--- src/rtl/pool_pkg.sv ---
// Purpose : shared types and helpers for the pooling max/min reducer.
// Latency : n/a (package only).
// Backpr. : n/a. Contents: pool_mode_e (MODE_MAX/MODE_MIN), clamp_window().
package pool_pkg;

  typedef enum logic {
    MODE_MAX = 1'b0,
    MODE_MIN = 1'b1
  } pool_mode_e;

  // Window length as used by the reducer: 0 behaves as 1, anything above
  // the supported maximum is cut down to that maximum.
  function automatic int unsigned clamp_window(int unsigned size, int unsigned max_w);
    if (size == 0) return 1;
    if (size > max_w) return max_w;
    return size;
  endfunction

endpackage

--- src/rtl/pool_compare_reducer_if.sv ---
// Purpose : sample/result bundle between PE output bus and the reducer.
// Latency : n/a (wires only).
// Backpr. : none; DATA_IN_VALID is a pure strobe.
// Signals : MODE, WINDOW_SIZE, DATA_IN, DATA_IN_VALID, FLUSH (master->slave);
//           DATA_OUT, DATA_OUT_VALID, BUSY and, with POOL_ARGIDX_EN defined,
//           DATA_OUT_IDX (slave->master).
interface pool_compare_reducer_if #(
  parameter int DATA_WIDTH = 16,
  parameter int NUM_LANES  = 4,
  parameter int CNT_W      = 5
);
  logic                            MODE;
  logic [CNT_W-1:0]                WINDOW_SIZE;
  logic [NUM_LANES*DATA_WIDTH-1:0] DATA_IN;
  logic                            DATA_IN_VALID;
  logic                            FLUSH;
  logic [NUM_LANES*DATA_WIDTH-1:0] DATA_OUT;
  logic                            DATA_OUT_VALID;
  logic                            BUSY;
`ifdef POOL_ARGIDX_EN
  logic [NUM_LANES*CNT_W-1:0]      DATA_OUT_IDX;
`endif

  modport master (
    output MODE, WINDOW_SIZE, DATA_IN, DATA_IN_VALID, FLUSH,
`ifdef POOL_ARGIDX_EN
    input  DATA_OUT_IDX,
`endif
    input  DATA_OUT, DATA_OUT_VALID, BUSY
  );

  modport slave (
    input  MODE, WINDOW_SIZE, DATA_IN, DATA_IN_VALID, FLUSH,
`ifdef POOL_ARGIDX_EN
    output DATA_OUT_IDX,
`endif
    output DATA_OUT, DATA_OUT_VALID, BUSY
  );
endinterface

--- src/rtl/pool_compare_lane.sv ---
// Purpose : one lane of the reducer: running extreme plus registered result.
// Latency : result register loads on the edge that sees i_emit.
// Backpr. : none; control comes from the top each cycle.
// Ports   : i_clk/i_rst, i_start (first sample), i_upd (later sample),
//           i_mode, i_dat, i_emit -> o_dat; with POOL_ARGIDX_EN also
//           i_pos -> o_idx (winning position in the window).
module pool_compare_lane
  import pool_pkg::*;
#(
  parameter int DATA_WIDTH = 16,
`ifdef POOL_ARGIDX_EN
  parameter int CNT_W      = 5,
`endif
  parameter int SIGNED_EN  = 0
) (
  input  logic                  i_clk,
  input  logic                  i_rst,
  input  logic                  i_start,
  input  logic                  i_upd,
  input  pool_mode_e            i_mode,
  input  logic [DATA_WIDTH-1:0] i_dat,
  input  logic                  i_emit,
`ifdef POOL_ARGIDX_EN
  input  logic [CNT_W-1:0]      i_pos,
  output logic [CNT_W-1:0]      o_idx,
`endif
  output logic [DATA_WIDTH-1:0] o_dat
);

  logic [DATA_WIDTH-1:0] r_acc;
  logic [DATA_WIDTH-1:0] r_out;
  logic                  w_gt;
  logic                  w_lt;
  logic                  w_take;
  logic [DATA_WIDTH-1:0] w_acc_nxt;

  always_comb begin
    w_gt = 1'b0;
    w_lt = 1'b0;
    if (SIGNED_EN != 0) begin
      w_gt = $signed(i_dat) > $signed(r_acc);
      w_lt = $signed(i_dat) < $signed(r_acc);
    end else begin
      w_gt = i_dat > r_acc;
      w_lt = i_dat < r_acc;
    end
    // Strict compare: on a tie the sample already held stays.
    w_take    = i_upd && ((i_mode == MODE_MAX) ? w_gt : w_lt);
    w_acc_nxt = (i_start || w_take) ? i_dat : r_acc;
  end

  always_ff @(posedge i_clk) begin
    if (i_rst) begin
      r_acc <= '0;
      r_out <= '0;
    end else begin
      r_acc <= w_acc_nxt;
      // Result includes the sample arriving in the emitting cycle.
      if (i_emit) r_out <= w_acc_nxt;
    end
  end

  assign o_dat = r_out;

`ifdef POOL_ARGIDX_EN
  logic [CNT_W-1:0] r_idx_acc;
  logic [CNT_W-1:0] r_idx_out;
  logic [CNT_W-1:0] w_idx_nxt;

  always_comb begin
    w_idx_nxt = r_idx_acc;
    if (i_start)     w_idx_nxt = '0;
    else if (w_take) w_idx_nxt = i_pos;
  end

  always_ff @(posedge i_clk) begin
    if (i_rst) begin
      r_idx_acc <= '0;
      r_idx_out <= '0;
    end else begin
      r_idx_acc <= w_idx_nxt;
      if (i_emit) r_idx_out <= w_idx_nxt;
    end
  end

  assign o_idx = r_idx_out;
`endif

endmodule

--- src/rtl/pool_compare_reducer.sv ---
// Purpose : multi-lane streaming max/min window reducer for the pooling stage.
// Latency : 1 cycle from the last (or flushed) sample to DATA_OUT_VALID.
// Backpr. : none; every DATA_IN_VALID sample is consumed.
// Ports   : CLK, RESET (sync, active-high), pool_if (slave modport):
//           MODE/WINDOW_SIZE latched on a window's first sample, DATA_IN +
//           DATA_IN_VALID, FLUSH; DATA_OUT/DATA_OUT_VALID pulse, BUSY.
// Option  : define POOL_ARGIDX_EN to add DATA_OUT_IDX (per-lane argmax/argmin).
module pool_compare_reducer
  import pool_pkg::*;
#(
  parameter int DATA_WIDTH = 16,
  parameter int NUM_LANES  = 4,
  parameter int MAX_WINDOW = 16,
  parameter int SIGNED_EN  = 0,
  parameter int CNT_W      = $clog2(MAX_WINDOW + 1)
) (
  input logic                   CLK,
  input logic                   RESET,
  pool_compare_reducer_if.slave pool_if
);

  localparam logic [CNT_W-1:0] ONE = CNT_W'(1);

  logic [CNT_W-1:0] r_count;
  logic [CNT_W-1:0] r_size;
  pool_mode_e       r_mode;
  logic             r_out_vld;

  logic             w_start;
  logic             w_upd;
  logic [CNT_W-1:0] w_size_clamped;
  logic [CNT_W-1:0] w_size_eff;
  logic [CNT_W-1:0] w_count_inc;
  logic             w_emit;
  logic [CNT_W-1:0] w_count_nxt;

  always_comb begin
    w_start        = pool_if.DATA_IN_VALID && (r_count == '0);
    w_upd          = pool_if.DATA_IN_VALID && (r_count != '0);
    w_size_clamped = CNT_W'(clamp_window(32'(pool_if.WINDOW_SIZE), MAX_WINDOW));
    // The first sample compares against the size it is latching itself,
    // which is what makes size 1 complete in the same cycle.
    w_size_eff     = w_start ? w_size_clamped : r_size;
    w_count_inc    = r_count + ONE;
    w_emit         = (pool_if.DATA_IN_VALID && (w_count_inc == w_size_eff)) ||
                     (pool_if.FLUSH && (pool_if.DATA_IN_VALID || (r_count != '0)));
    w_count_nxt    = r_count;
    if (w_emit)                     w_count_nxt = '0;
    else if (pool_if.DATA_IN_VALID) w_count_nxt = w_count_inc;
  end

  always_ff @(posedge CLK) begin
    if (RESET) begin
      r_count   <= '0;
      r_size    <= '0;
      r_mode    <= MODE_MAX;
      r_out_vld <= 1'b0;
    end else begin
      r_count   <= w_count_nxt;
      r_out_vld <= w_emit;
      if (w_start) begin
        r_mode <= pool_mode_e'(pool_if.MODE);
        r_size <= w_size_clamped;
      end
    end
  end

  logic [DATA_WIDTH-1:0] w_lane_dat [NUM_LANES];
`ifdef POOL_ARGIDX_EN
  logic [CNT_W-1:0]      w_lane_idx [NUM_LANES];
`endif

  for (genvar l = 0; l < NUM_LANES; l++) begin : g_lane
    pool_compare_lane #(
      .DATA_WIDTH (DATA_WIDTH),
`ifdef POOL_ARGIDX_EN
      .CNT_W      (CNT_W),
`endif
      .SIGNED_EN  (SIGNED_EN)
    ) u_lane (
      .i_clk   (CLK),
      .i_rst   (RESET),
      .i_start (w_start),
      .i_upd   (w_upd),
      .i_mode  (r_mode),
      .i_dat   (pool_if.DATA_IN[l*DATA_WIDTH +: DATA_WIDTH]),
      .i_emit  (w_emit),
`ifdef POOL_ARGIDX_EN
      .i_pos   (r_count),
      .o_idx   (w_lane_idx[l]),
`endif
      .o_dat   (w_lane_dat[l])
    );
  end

  always_comb begin
    pool_if.DATA_OUT = '0;
    for (int l = 0; l < NUM_LANES; l++) pool_if.DATA_OUT[l*DATA_WIDTH +: DATA_WIDTH] = w_lane_dat[l];
  end

`ifdef POOL_ARGIDX_EN
  always_comb begin
    pool_if.DATA_OUT_IDX = '0;
    for (int l = 0; l < NUM_LANES; l++) pool_if.DATA_OUT_IDX[l*CNT_W +: CNT_W] = w_lane_idx[l];
  end
`endif

  assign pool_if.DATA_OUT_VALID = r_out_vld;
  assign pool_if.BUSY           = (r_count != '0);

endmodule
--- src/flat_wrapper.sv ---
// flat-port wrapper written by rule: the top's interface ports become plain ports
module pool_compare_reducer_flat import pool_pkg::*;
#(
  parameter int DATA_WIDTH = 16,
  parameter int NUM_LANES  = 4,
  parameter int MAX_WINDOW = 16,
  parameter int SIGNED_EN  = 0,
  parameter int CNT_W      = $clog2(MAX_WINDOW + 1)
)
  (CLK, RESET, pool_if_MODE, pool_if_WINDOW_SIZE, pool_if_DATA_IN, pool_if_DATA_IN_VALID, pool_if_FLUSH, pool_if_DATA_OUT, pool_if_DATA_OUT_VALID, pool_if_BUSY);
  pool_compare_reducer_if #(.DATA_WIDTH(DATA_WIDTH), .NUM_LANES(NUM_LANES), .CNT_W(CNT_W)) pool_if_i ();
  input logic CLK;
  input logic RESET;
  input wire logic [$bits(pool_if_i.MODE)-1:0] pool_if_MODE;
  input wire logic [$bits(pool_if_i.WINDOW_SIZE)-1:0] pool_if_WINDOW_SIZE;
  input wire logic [$bits(pool_if_i.DATA_IN)-1:0] pool_if_DATA_IN;
  input wire logic [$bits(pool_if_i.DATA_IN_VALID)-1:0] pool_if_DATA_IN_VALID;
  input wire logic [$bits(pool_if_i.FLUSH)-1:0] pool_if_FLUSH;
  output wire logic [$bits(pool_if_i.DATA_OUT)-1:0] pool_if_DATA_OUT;
  output wire logic [$bits(pool_if_i.DATA_OUT_VALID)-1:0] pool_if_DATA_OUT_VALID;
  output wire logic [$bits(pool_if_i.BUSY)-1:0] pool_if_BUSY;
  assign pool_if_i.MODE = pool_if_MODE;
  assign pool_if_i.WINDOW_SIZE = pool_if_WINDOW_SIZE;
  assign pool_if_i.DATA_IN = pool_if_DATA_IN;
  assign pool_if_i.DATA_IN_VALID = pool_if_DATA_IN_VALID;
  assign pool_if_i.FLUSH = pool_if_FLUSH;
  assign pool_if_DATA_OUT = pool_if_i.DATA_OUT;
  assign pool_if_DATA_OUT_VALID = pool_if_i.DATA_OUT_VALID;
  assign pool_if_BUSY = pool_if_i.BUSY;
  pool_compare_reducer #(.DATA_WIDTH(DATA_WIDTH), .NUM_LANES(NUM_LANES), .MAX_WINDOW(MAX_WINDOW), .SIGNED_EN(SIGNED_EN), .CNT_W(CNT_W)) u_core (.CLK(CLK), .RESET(RESET), .pool_if(pool_if_i));
endmodule
--- config.mk ---
export PLATFORM = sky130hd
export DESIGN_NAME = pool_compare_reducer_flat
export DESIGN_NICKNAME = d
export VERILOG_FILES = /design/src/rtl/pool_pkg.sv /design/src/rtl/pool_compare_reducer_if.sv /design/src/rtl/pool_compare_lane.sv /design/src/rtl/pool_compare_reducer.sv /design/src/flat_wrapper.sv
export SDC_FILE = /design/constraint.sdc
export NUM_CORES = 1
export LEC_CHECK = 0
export CAP_MARGIN = 20
export CORE_ASPECT_RATIO = 1.25
export CORE_MARGIN = 4
export CORE_UTILIZATION = 40
export CTS_CLUSTER_SIZE = 28
export DETAILED_ROUTE_END_ITERATION = 8
export GPL_ROUTABILITY_DRIVEN = 0
export MAX_ROUTING_LAYER = met4
export SETUP_SLACK_MARGIN = 0.1
export SLEW_MARGIN = 40
export SYNTH_ARGS = -nofsm -noshare
export SYNTH_HDL_FRONTEND = slang
export SYNTH_HIERARCHICAL = 1
export SYNTH_SLANG_ARGS = --single-unit
--- constraint.sdc ---
create_clock -name CLK -period 7 [get_ports CLK]
set_input_delay 1.05 -clock CLK [delete_from_list [all_inputs] [get_ports CLK]]
set_output_delay 1.05 -clock CLK [all_outputs]
set_load 0.05 [all_outputs]
==> run summary <==
die extent in y: 167 microns
commonest non-fill, non-tap cell in the layout: dfxtp_1
Post-synth EDFFs: 0
fin crit share: 52.8%
first-pass GRT wire length: 32000 microns
Clock transition at path regs: 0.06 ns
Num Clock Sinks: 140
TNS Setup: 0 ns
Port Buffers: 139
Mapped Cells: 842
Netlist cell types: 54
Worst Skew: 0.00952 ns
max-slew violations: 0
global route total overflow: 0
via/cell ratio: 5.20
Pwr Density: 254 nW/um^2
critical path capture point type: flop
final setup violating endpoints: 0
Detailed Place HPWL: 13700 microns
Hold Path Class: reg -> reg
I/O pins: 140
Detail Route Antenna Nets: 0
clock root cell: clkbuf_16
non-filler cells, final: 1251
initial detailed-routing violation count: 258
die width: 136 microns
Achievable Freq: 270 MHz
Cells after DPL: 1220
hold-fix buffers at CTS: 0
unrepaired setup endpoints after global routing: no
crit path max fanout: 14
hold slack: 0.458 ns
minimum clock period: 3.70 ns
most frequent cells in the layout: dfxtp_1, clkdlybuf4s50_1, a21oi_1, nor2_1, inv_1
post-route setup slack: 3.30 ns
total die area: 22700 sq um
vias in the first global route: 6476
post-cts sizing count: 0
Post-DP Area: 9670 sq um
synthesis-to-finish area growth: 26.2%
area leader, netlist: dfxtp_1
Yosys top cell area share: 34.5%
Yosys warning count: 6
total track usage: 17.8%
critical path launch point: pool_if_DATA_IN_VALID
Final Hold Viols: 0
row cnt: 58
Post-Route WL: 19500 microns
Final Util: 51.2%
R2R setup slack: 3.55 ns
layout cells sized above 1: 21.1%
synthesized cell area: 8130 sq um
Setup crit end: u_core/g_lane[1].u_lane/o_dat[5]
Avg Inst Size Synth: 9.66 sq um
Post-CTS Setup Repair Bufs: 0
critical path arrival: 4.03 ns
CTS H-tree lvls: 4
clk_lat worst skew: 0.42 ns
Syn Nets: 982
initial antenna violation count: 1
# nets final: 1109
buffers from clock root to sink, at most: 2
VDD IR max: 158 uV
r2r worst-path depth: 11
DR vias: 6511
synth top area cells: dfxtp_1, ha_1, a311oi_2, a21oi_1, nand3_2
sequential share of the synthesized area: 34.5%
Least-Margin Pin Slew: 0.791 ns
CTS Buf Count: 17
total power draw: 2.61 mW
asr flop ratio synth: 0%
Maximum Capacitance Violations: 0
Pleak: 3.58 nW
pre-CTS WS: 2.81 ns
FILL cells: 1929
worst r2r src: u_core/r_count[0]
count of state elements after synthesis: 140
Relative slew margins: 47.0%
status: finished, final reports clean
CTS tree: yes
startpoint class of the critical path: input port
critical path class: in -> reg
Final Cell Area: 10300 sq um
DRC: 0
drt wl/cell: 15.6 microns
Worst Path Required: 7.33 ns
Initial Utilization: 40.6%
Core Area: 20000 sq um
Pre-antenna DRT Iters: 4
Top FF cell, synth: dfxtp_1
R2R Path End: u_core/g_lane[3].u_lane/o_dat[15]
largest net degree at the start of global routing: 75
## cell usage after synthesis, drive strengths merged, types with 2 or more instances
cell type  number
nor2b           5
o21ai          72
buf            18
a21boi          7
dfxtp         140
o31a            4
nor3            3
o41ai           4
and4            5
o31ai           4
o41a            4
a21o            4
inv            74
a21oi         101
mux2i           3
nor2           80
nand4          10
nand2b          6
a311oi         64
o21a            5
ha             66
xnor2           4
xor2            3
nand3          72
nor4            4
o2bb2ai         4
o211ai          6
nand3b          2
o2111a          2
nand2          30
clkbuf         26
## state kept, by name, indices dropped and copies added (netlist names)
| name | count |
|---|---|
| u_core/r_count | 5 |
| u_core/g_lane.u_lane/r_acc | 64 |
| u_core/r_mode | 1 |
| u_core/g_lane.u_lane/o_dat | 64 |
| u_core/pool_if.DATA_OUT_VALID | 1 |
| u_core/r_size | 5 |
## area by class of cell
| cell class | instances | area (sq um) | area share (%) |
|---|---|---|---|
| multi-input cells | 584 | 4750 | 46.3 |
| flip-flops and latches | 140 | 2800 | 27.3 |
| repair buffers | 152 | 1510 | 14.7 |
| clock buffers | 21 | 470 | 4.58 |
| well taps | 270 | 338 | 3.29 |
| inverters | 74 | 278 | 2.71 |
| clock inverters | 9 | 113 | 1.10 |
| diodes | 1 | 2.50 | 0.0244 |
## kinds of logic (layout without fill, tap and decap cells)
| logic type | after synthesis | count (layout) | share of synthesized area, % |
|---|---|---|---|
| XOR/XNOR | 7 | 7 | 0.754 |
| multiplexers | 3 | 3 | 0.369 |
| buffers and inverters | 118 | 256 | 7.35 |
| other | 0 | 1 | 0 |
| AND/OR/NAND/NOR | 222 | 222 | 16.2 |
| adder cells (fa/ha/maj) | 66 | 66 | 10.2 |
| AO/OA/AOI/OAI | 286 | 286 | 30.7 |
| flip-flops | 140 | 140 | 34.5 |
## routing by layer
layer,GRT usage (%),routed length (microns)
met5,-,0
met4,6.18,414
met3,2.94,643
met1,21.5,8830
met2,30.0,9570
## power by group
group | switching (mW) | total [mW] | internal (mW)
clock network | 0.352 | 0.902 | 0.551
registers | 0.0475 | 0.927 | 0.880
logic | 0.493 | 0.782 | 0.289
## worst min-delay path by stage
stage	startpoint	to	slack, ns	depth (start not counted)
final	u_core/r_size[2]	u_core/r_size[2]	0.46	2
after global routing	u_core/r_size[2]	u_core/r_size[2]	0.47	2
after CTS	u_core/r_size[2]	u_core/r_size[2]	0.46	2
after detailed placement	u_core/r_size[2]	u_core/r_size[2]	0.45	2
after global placement	u_core/r_size[2]	u_core/r_size[2]	0.45	2
after floorplan	u_core/r_size[2]	u_core/r_size[2]	0.44	2
## critical path, stage by stage
cell and delay (ns):
clkdlybuf4s50_1 0.82, inv_1 0.18, nor2_1 0.60, nand2_1 0.23
o41ai_4 0.35, buf_4 0.33, o21ai_0 0.17, a311oi_2 0.28
Power figures use the tool's default switching activity.
